--- config.mk ---
export PLATFORM = sky130hd
export DESIGN_NAME = seven_seg_scan_ctrl_flat
export DESIGN_NICKNAME = d
export VERILOG_FILES = /design/src/rtl/seven_seg_scan_ctrl_pkg.sv /design/src/rtl/seven_seg_scan_ctrl_if.sv /design/src/rtl/seven_seg_scan_ctrl_decoder.sv /design/src/rtl/seven_seg_scan_ctrl.sv /design/src/flat_wrapper.sv
export SDC_FILE = /design/constraint.sdc
export NUM_CORES = 1
export LEC_CHECK = 0
export CAP_MARGIN = 20
export CORE_UTILIZATION = 40
export DETAILED_ROUTE_END_ITERATION = 8
export GPL_TIMING_DRIVEN = 0
export MAX_ROUTING_LAYER = met4
export PLACE_DENSITY_LB_ADDON = 0.2
export SYNTH_ARGS = -nofsm -noshare
export SYNTH_HDL_FRONTEND = slang
export SYNTH_SLANG_ARGS = --single-unit
--- constraint.sdc ---
create_clock -name clk -period 5.85 [get_ports clk]
set_clock_uncertainty 0.2 [all_clocks]
set_input_delay 0.8775 -clock clk [delete_from_list [all_inputs] [get_ports clk]]
set_output_delay 0.8775 -clock clk [all_outputs]
set_load 0.02 [all_outputs]
--- src/rtl/seven_seg_scan_ctrl_pkg.sv ---
// Shared constants and types for the seven-segment scan controller.
package seven_seg_pkg;

  localparam int NUM_DIGITS = 4;

  localparam logic [7:0] OFS_DIG_LO = 8'd0;
  localparam logic [7:0] OFS_DIG_HI = 8'd1;
  localparam logic [7:0] OFS_CTRL   = 8'd2;

  localparam logic [7:0] SEG_OFF = 8'hFF;
  localparam logic [3:0] SEL_OFF = 4'hF;

  typedef enum logic [1:0] {
    ST_OFF,
    ST_BLANK,
    ST_SHOW
  } state_e;

  // Active-low g..a patterns, entry 15 first.
  localparam logic [15:0][6:0] SEG_TABLE = {
    7'h0E, 7'h06, 7'h21, 7'h46, 7'h03, 7'h08, 7'h10, 7'h00,
    7'h78, 7'h02, 7'h12, 7'h19, 7'h30, 7'h24, 7'h79, 7'h40
  };

  typedef struct packed {
    logic [NUM_DIGITS-1:0][3:0] d;
    logic                       lzb;
    logic [NUM_DIGITS-1:0]      dp;
  } disp_regs_t;

endpackage

--- src/rtl/seven_seg_scan_ctrl_if.sv ---
// Processor write bus into the scan controller.
interface seven_seg_scan_ctrl_if;
  logic [7:0] addr;
  logic [7:0] data;
  logic       we;

  modport master (output addr, output data, output we);
  modport slave  (input addr, input data, input we);
endinterface

--- src/rtl/seven_seg_scan_ctrl_decoder.sv ---
// Combinational hex nibble to active-low seven-segment pattern.
module hex_to_seg_decoder
  import seven_seg_pkg::*;
(
  input  logic [3:0] nib,
  output logic [6:0] seg
);
  assign seg = SEG_TABLE[nib];
endmodule

--- src/rtl/seven_seg_scan_ctrl.sv ---
// Four-digit multiplexed seven-segment driver with frame-synchronous
// (tear-free) register commit and leading-zero blanking.
module seven_seg_scan_ctrl
  import seven_seg_pkg::*;
#(
  parameter logic [7:0] BASE_ADDR    = 8'hD0,
  parameter int         DWELL_CYCLES = 2500,
  parameter int         BLANK_CYCLES = 25,
  parameter int         CNT_WIDTH    = 12
) (
  input  logic                   clk,
  input  logic                   reset,
  seven_seg_scan_ctrl_if.slave   bus,
  output logic [3:0]             sel,
  output logic [7:0]             digit,
  output logic                   frame_done
);

  localparam logic [CNT_WIDTH-1:0] DWELL_LAST = CNT_WIDTH'(DWELL_CYCLES - 1);
  localparam logic [CNT_WIDTH-1:0] BLANK_LAST = CNT_WIDTH'(BLANK_CYCLES - 1);

  disp_regs_t shadow, active;
  logic       en;

  state_e               state, state_nxt;
  logic [1:0]           idx, idx_nxt;
  logic [CNT_WIDTH-1:0] cnt, cnt_nxt;
  logic                 frame_end;

  logic [3:0] sel_nxt;
  logic [7:0] digit_nxt;

  logic wr_lo, wr_hi, wr_ctrl;
  assign wr_lo   = bus.we && (bus.addr == BASE_ADDR + OFS_DIG_LO);
  assign wr_hi   = bus.we && (bus.addr == BASE_ADDR + OFS_DIG_HI);
  assign wr_ctrl = bus.we && (bus.addr == BASE_ADDR + OFS_CTRL);

  logic unused_ctrl_bits;
  assign unused_ctrl_bits = ^bus.data[3:2];

  always_comb begin
    state_nxt = state;
    idx_nxt   = idx;
    cnt_nxt   = cnt;
    frame_end = 1'b0;
    unique case (state)
      ST_OFF: begin
        idx_nxt = '0;
        cnt_nxt = '0;
        if (en) state_nxt = ST_BLANK;
      end
      ST_BLANK: begin
        if (!en) begin
          state_nxt = ST_OFF;
          idx_nxt   = '0;
          cnt_nxt   = '0;
        end else if (cnt == BLANK_LAST) begin
          state_nxt = ST_SHOW;
          cnt_nxt   = '0;
        end else begin
          cnt_nxt = cnt + CNT_WIDTH'(1);
        end
      end
      ST_SHOW: begin
        if (!en) begin
          state_nxt = ST_OFF;
          idx_nxt   = '0;
          cnt_nxt   = '0;
        end else if (cnt == DWELL_LAST) begin
          state_nxt = ST_BLANK;
          cnt_nxt   = '0;
          idx_nxt   = idx + 2'd1;
          frame_end = (idx == 2'd3);
        end else begin
          cnt_nxt = cnt + CNT_WIDTH'(1);
        end
      end
      default: begin
        state_nxt = ST_OFF;
        idx_nxt   = '0;
        cnt_nxt   = '0;
      end
    endcase
  end

  logic [NUM_DIGITS-1:0][6:0] seg;
  for (genvar i = 0; i < NUM_DIGITS; i++) begin : g_dig
    hex_to_seg_decoder u_dec (.nib(active.d[i]), .seg(seg[i]));
  end

  // A digit is blanked when it and every digit above it are zero; digit 0 always shows.
  logic [NUM_DIGITS-1:0] suppress;
  logic                  zero_run;
  always_comb begin
    suppress = '0;
    zero_run = 1'b1;
    for (int i = NUM_DIGITS - 1; i >= 1; i--) begin
      zero_run    = zero_run && (active.d[i] == 4'd0);
      suppress[i] = active.lzb && zero_run;
    end
  end

  // Outputs follow the next state so they change on the state-entry edge.
  // Active registers never change on an edge that enters SHOW.
  always_comb begin
    sel_nxt   = SEL_OFF;
    digit_nxt = SEG_OFF;
    if (state_nxt == ST_SHOW && !suppress[idx_nxt]) begin
      sel_nxt   = ~(4'b0001 << idx_nxt);
      digit_nxt = {~active.dp[idx_nxt], seg[idx_nxt]};
    end
  end

  always_ff @(posedge clk) begin
    if (!reset) begin
      state      <= ST_OFF;
      idx        <= '0;
      cnt        <= '0;
      sel        <= SEL_OFF;
      digit      <= SEG_OFF;
      frame_done <= 1'b0;
    end else begin
      state      <= state_nxt;
      idx        <= idx_nxt;
      cnt        <= cnt_nxt;
      sel        <= sel_nxt;
      digit      <= digit_nxt;
      frame_done <= frame_end;
    end
  end

  // Commit samples the pre-write shadow, so a write on the commit edge waits a frame.
  always_ff @(posedge clk) begin
    if (!reset) begin
      en     <= 1'b0;
      shadow <= '0;
      active <= '0;
    end else begin
      if (state == ST_OFF || frame_end) active <= shadow;
      if (wr_lo) shadow.d[1:0] <= bus.data;
      if (wr_hi) shadow.d[3:2] <= bus.data;
      if (wr_ctrl) begin
        en         <= bus.data[0];
        shadow.lzb <= bus.data[1];
        shadow.dp  <= bus.data[7:4];
      end
    end
  end

endmodule
--- src/flat_wrapper.sv ---
// flat-port wrapper written by rule: the top's interface ports become plain ports
module seven_seg_scan_ctrl_flat import seven_seg_pkg::*;
#(
  parameter logic [7:0] BASE_ADDR    = 8'hD0,
  parameter int         DWELL_CYCLES = 2500,
  parameter int         BLANK_CYCLES = 25,
  parameter int         CNT_WIDTH    = 12
)
  (clk, reset, sel, digit, frame_done, bus_addr, bus_data, bus_we);
  seven_seg_scan_ctrl_if bus_i ();
  input  logic clk;
  input  logic reset;
  output logic [3:0] sel;
  output logic [7:0] digit;
  output logic frame_done;
  input wire logic [$bits(bus_i.addr)-1:0] bus_addr;
  input wire logic [$bits(bus_i.data)-1:0] bus_data;
  input wire logic [$bits(bus_i.we)-1:0] bus_we;
  assign bus_i.addr = bus_addr;
  assign bus_i.data = bus_data;
  assign bus_i.we = bus_we;
  seven_seg_scan_ctrl #(.BASE_ADDR(BASE_ADDR), .DWELL_CYCLES(DWELL_CYCLES), .BLANK_CYCLES(BLANK_CYCLES), .CNT_WIDTH(CNT_WIDTH)) u_core (.clk(clk), .reset(reset), .bus(bus_i), .sel(sel), .digit(digit), .frame_done(frame_done));
endmodule
==> flow_summary_export.csv <==
group,metric,value,unit
status,outcome,"completed",
worst_hold_path,hp-class,"flop to flop",
pwr,worst_ir_drop_vdd,0.143,mV
grt,grt_pass1_vias,3987,
setup_path,slowest_delay,400,ps
yosys,synth_edf_count,0,
pwr,p_leak,2.27,nW
grt,track_usage,21.0,%
clock_network,cts_resized,0,
setup_path,timing.rr.start,"u_core.state[0]",
yosys,synthTopCellsByArea,"dfxtp_1, ha_1, mux2i_1",
setup_path,cp_slowest_cell,"dfxtp_1",
setup_path,cpMostUsedCell,"buf_2",
grt,grt_overflow,0,
yosys,synth_top_area_share,39.4,%
floorplanning,core,12200,µm²
setup_path,critical_path.top_delay_family,"buffers and inverters",
setup_path,path_class,"flop to flop",
yosys,synth.distinct_cells,68,
floorplanning,die-area,13100,µm²
sta,tightestPinTransition,1070,ps
clock_network,hold_buffers,0,
detailed_routing,wire_per_inst,16.1,µm
setup_path,critPathRequiredTime,5910,ps
clock_network,cts-buffers-inserted,9,
yosys,yosysSeqAreaShare,39.4,%
setup_path,r2r_setup_slack,1700,ps
setup_path,start_kind,"flop",
sta,finalMaxSlewViolations,0,
clock_network,cts_buffer_depth,2,
placement,dp_slack,1420,ps
floorplanning,ios,32,
floorplanning,initial_core_util,41.6,%
worst_hold_path,min_from,"u_core.active[2]",
setup_path,critPathCaptureType,"flop",
yosys,synthCells,555,
sta,fmax,0.241,GHz
floorplanning,die_w,115,µm
placement,globalplace.congestion,0.864,
grt,grt_first_pass_wirelength,20500,µm
clock_network,cts.clk_slew.worst_paths,70,ps
sta,setup_ws,1700,ps
yosys,ys_seq_elements,100,
setup_path,worstPathCellList,"inv_1, ha_1, clkbuf_1, and3_1, a41oi_1, buf_2, buf_2, buf_2, nand2_1, a21oi_1, inv_1, ha_1, a22o_1, a31oi_1",
clock_network,htree_levels,3,
grt,grt_max_degree,15,
yosys,synth-main-ff-cell,"dfxtp_1",
sta,finalSetupViolCount,0,
yosys,synth_common_cells,"dfxtp_1, nand2_1, nor2_1",
floorplanning,std_cell_rows,40,
detailed_routing,drc,0,
sta,rsz0062_at_grt,"false",
placement,dp.cells,753,
yosys,syn-cell-area,5070,µm²
layout,diodes,0,
yosys,avgSynthCellArea,9.14,µm²
detailed_routing,drtIter0Drc,249,
detailed_routing,viasPerCell,5.48,
detailed_routing,vias,4195,
worst_hold_path,whs_path_depth,2,
floorplanning,die_h,115,µm
clock_network,worstSkewPairLatency,360,ps
setup_path,critPathMaxFanout,10,
sta,final.period_utilization,70.9,%
sta,finalSetupTns,0,ps
detailed_routing,postRouteAntennaNets,0,
clock_network,cts_tree,"built",
layout,fin_nets,646,
yosys,synth_most_common_cell,"dfxtp_1",
setup_path,timing.rr.end,"u_core.g_dig[1].u_dec.seg[1]",
yosys,syn-num-nets,605,
layout,drive_above_1_share,7.69,%
pwr,p_per_area,221,nW/µm²
setup_path,arrival,4210,ps
layout,area_delta_synth_final,15.6,%
sta,hold_viol_final,0,
yosys,yosysWarnings,0,
layout,fill_cells,1200,
sta,period_needed,4150,ps
flow_run,max_cap_viol_count,0,
grt,antenna_found_initial,0,
clock_network,clock_sinks,100,
layout,stdcell_count,766,
worst_hold_path,holdPathEnd,"u_core.active[2]",
sta,relSlewSlack,27.9,%
placement,port_buffers,30,
setup_path,cp_num_buf_inv,6,
yosys,synth_top_area_cell,"dfxtp_1",
detailed_routing,wirelength,12300,µm
yosys,async_flop_share,0,%
placement,dp_hpwl,9310,µm
clock_network,cts_setup_buffers,0,
clock_network,clockRootBuffer,"clkbuf_16",
setup_path,worstRegToRegCells,14,
detailed_routing,dr.pass1.iters,5,
## metrics by stage
stage	area, µm²	hold WS [ps]	utilization (%)	power [mW]
CTS	5870	253	48.0	1.30
global placement	5590	241	45.7	0.726
finish	5870	253	48.0	1.29
global route	5870	275	48.0	1.34
floorplan	5070	227	-	0.707
detailed placement	5590	243	45.7	0.726
## power by group
| group | internal, mW | total (mW) | switching [mW] |
|---|---|---|---|
| Sequential | 0.681 | 0.682 | 0.000422 |
| Combinational | 0.0130 | 0.0292 | 0.0162 |
| Clock | 0.336 | 0.584 | 0.248 |
## placed cells by master, fill, tap and decap left out, types with 3 or more instances in the layout
master,n
nor4_1,3
mux2i_2,3
nor3b_1,14
xor2_1,8
mux2i_1,38
or2_1,8
mux2_2,5
and3_1,11
a31oi_1,13
nor2_1,44
clkdlybuf4s50_1,30
dfxtp_1,100
o31ai_1,3
inv_1,27
ha_1,31
nand3b_1,9
xnor2_1,3
o2bb2ai_1,3
buf_2,7
o22ai_1,13
buf_1,4
nand2_1,60
clkbuf_1,11
a22oi_1,13
clkbuf_16,9
nand3_1,22
nand4_1,9
o21ai_0,12
and2_1,5
a21oi_1,25
## worst max-delay path by stage
stage,start,endpoint,slack [ps],cells after the start
2_1_floorplan,u_core.state[0],u_core.g_dig[0].u_dec.seg[3],2550,12
3_3_place_gp,reset,u_core.g_dig[1].u_dec.seg[1],1410,10
3_5_place_dp,reset,u_core.g_dig[1].u_dec.seg[1],1420,10
4_1_cts,u_core.state[0],u_core.g_dig[1].u_dec.seg[1],1710,14
5_1_grt,u_core.state[0],u_core.g_dig[1].u_dec.seg[1],1480,14
6_report,u_core.state[0],u_core.g_dig[1].u_dec.seg[1],1700,14
## routing by layer
metal / track usage (%) / vias up / routed length [µm]
met5: - / - / 0
met3: 4.76 / 24 / 619
met4: 7.71 / 0 / 261
li1: - / 2063 / -
met1: 26.7 / 1981 / 5820
met2: 32.7 / 127 / 5600
## flip-flops by register name, indices dropped and copies added, names as in the netlist
signal and flops:
u_core.digit 8, u_core.sel 4, u_core.en 1, u_core.idx 2, u_core.g_dig.u_dec.seg 28, u_core.state 2, u_core.cnt 12, u_core.shadow 21
u_core.active 21, u_core.frame_done 1
## cell type report
class,instances,area [µm²],area share (%)
buffer,23,128,2.18
clock inverter,2,37.5,0.640
clock buffer,11,243,4.14
inverter,30,113,1.92
tap,168,210,3.58
timing repair buffer,30,300,5.12
sequential,100,2000,34.1
multi-input combinational,402,2830,48.3
## tightest hold or removal path: cells and delay by family, from the launching register on
family          cells  cell delay, ps
compound gates      1              50
flops               1             310
simple gates        1              50
## cell families after synthesis
group,after synthesis,share of synthesized area (%)
adder cells (fa/ha/maj),31,7.64
multiplexers,48,10.1
AO/OA/AOI/OAI,108,15.0
XOR/XNOR,11,1.90
flip-flops,100,39.4
buffers and inverters,53,4.73
AND/OR/NAND/NOR,204,21.2
(Power assumes the default switching activity.)
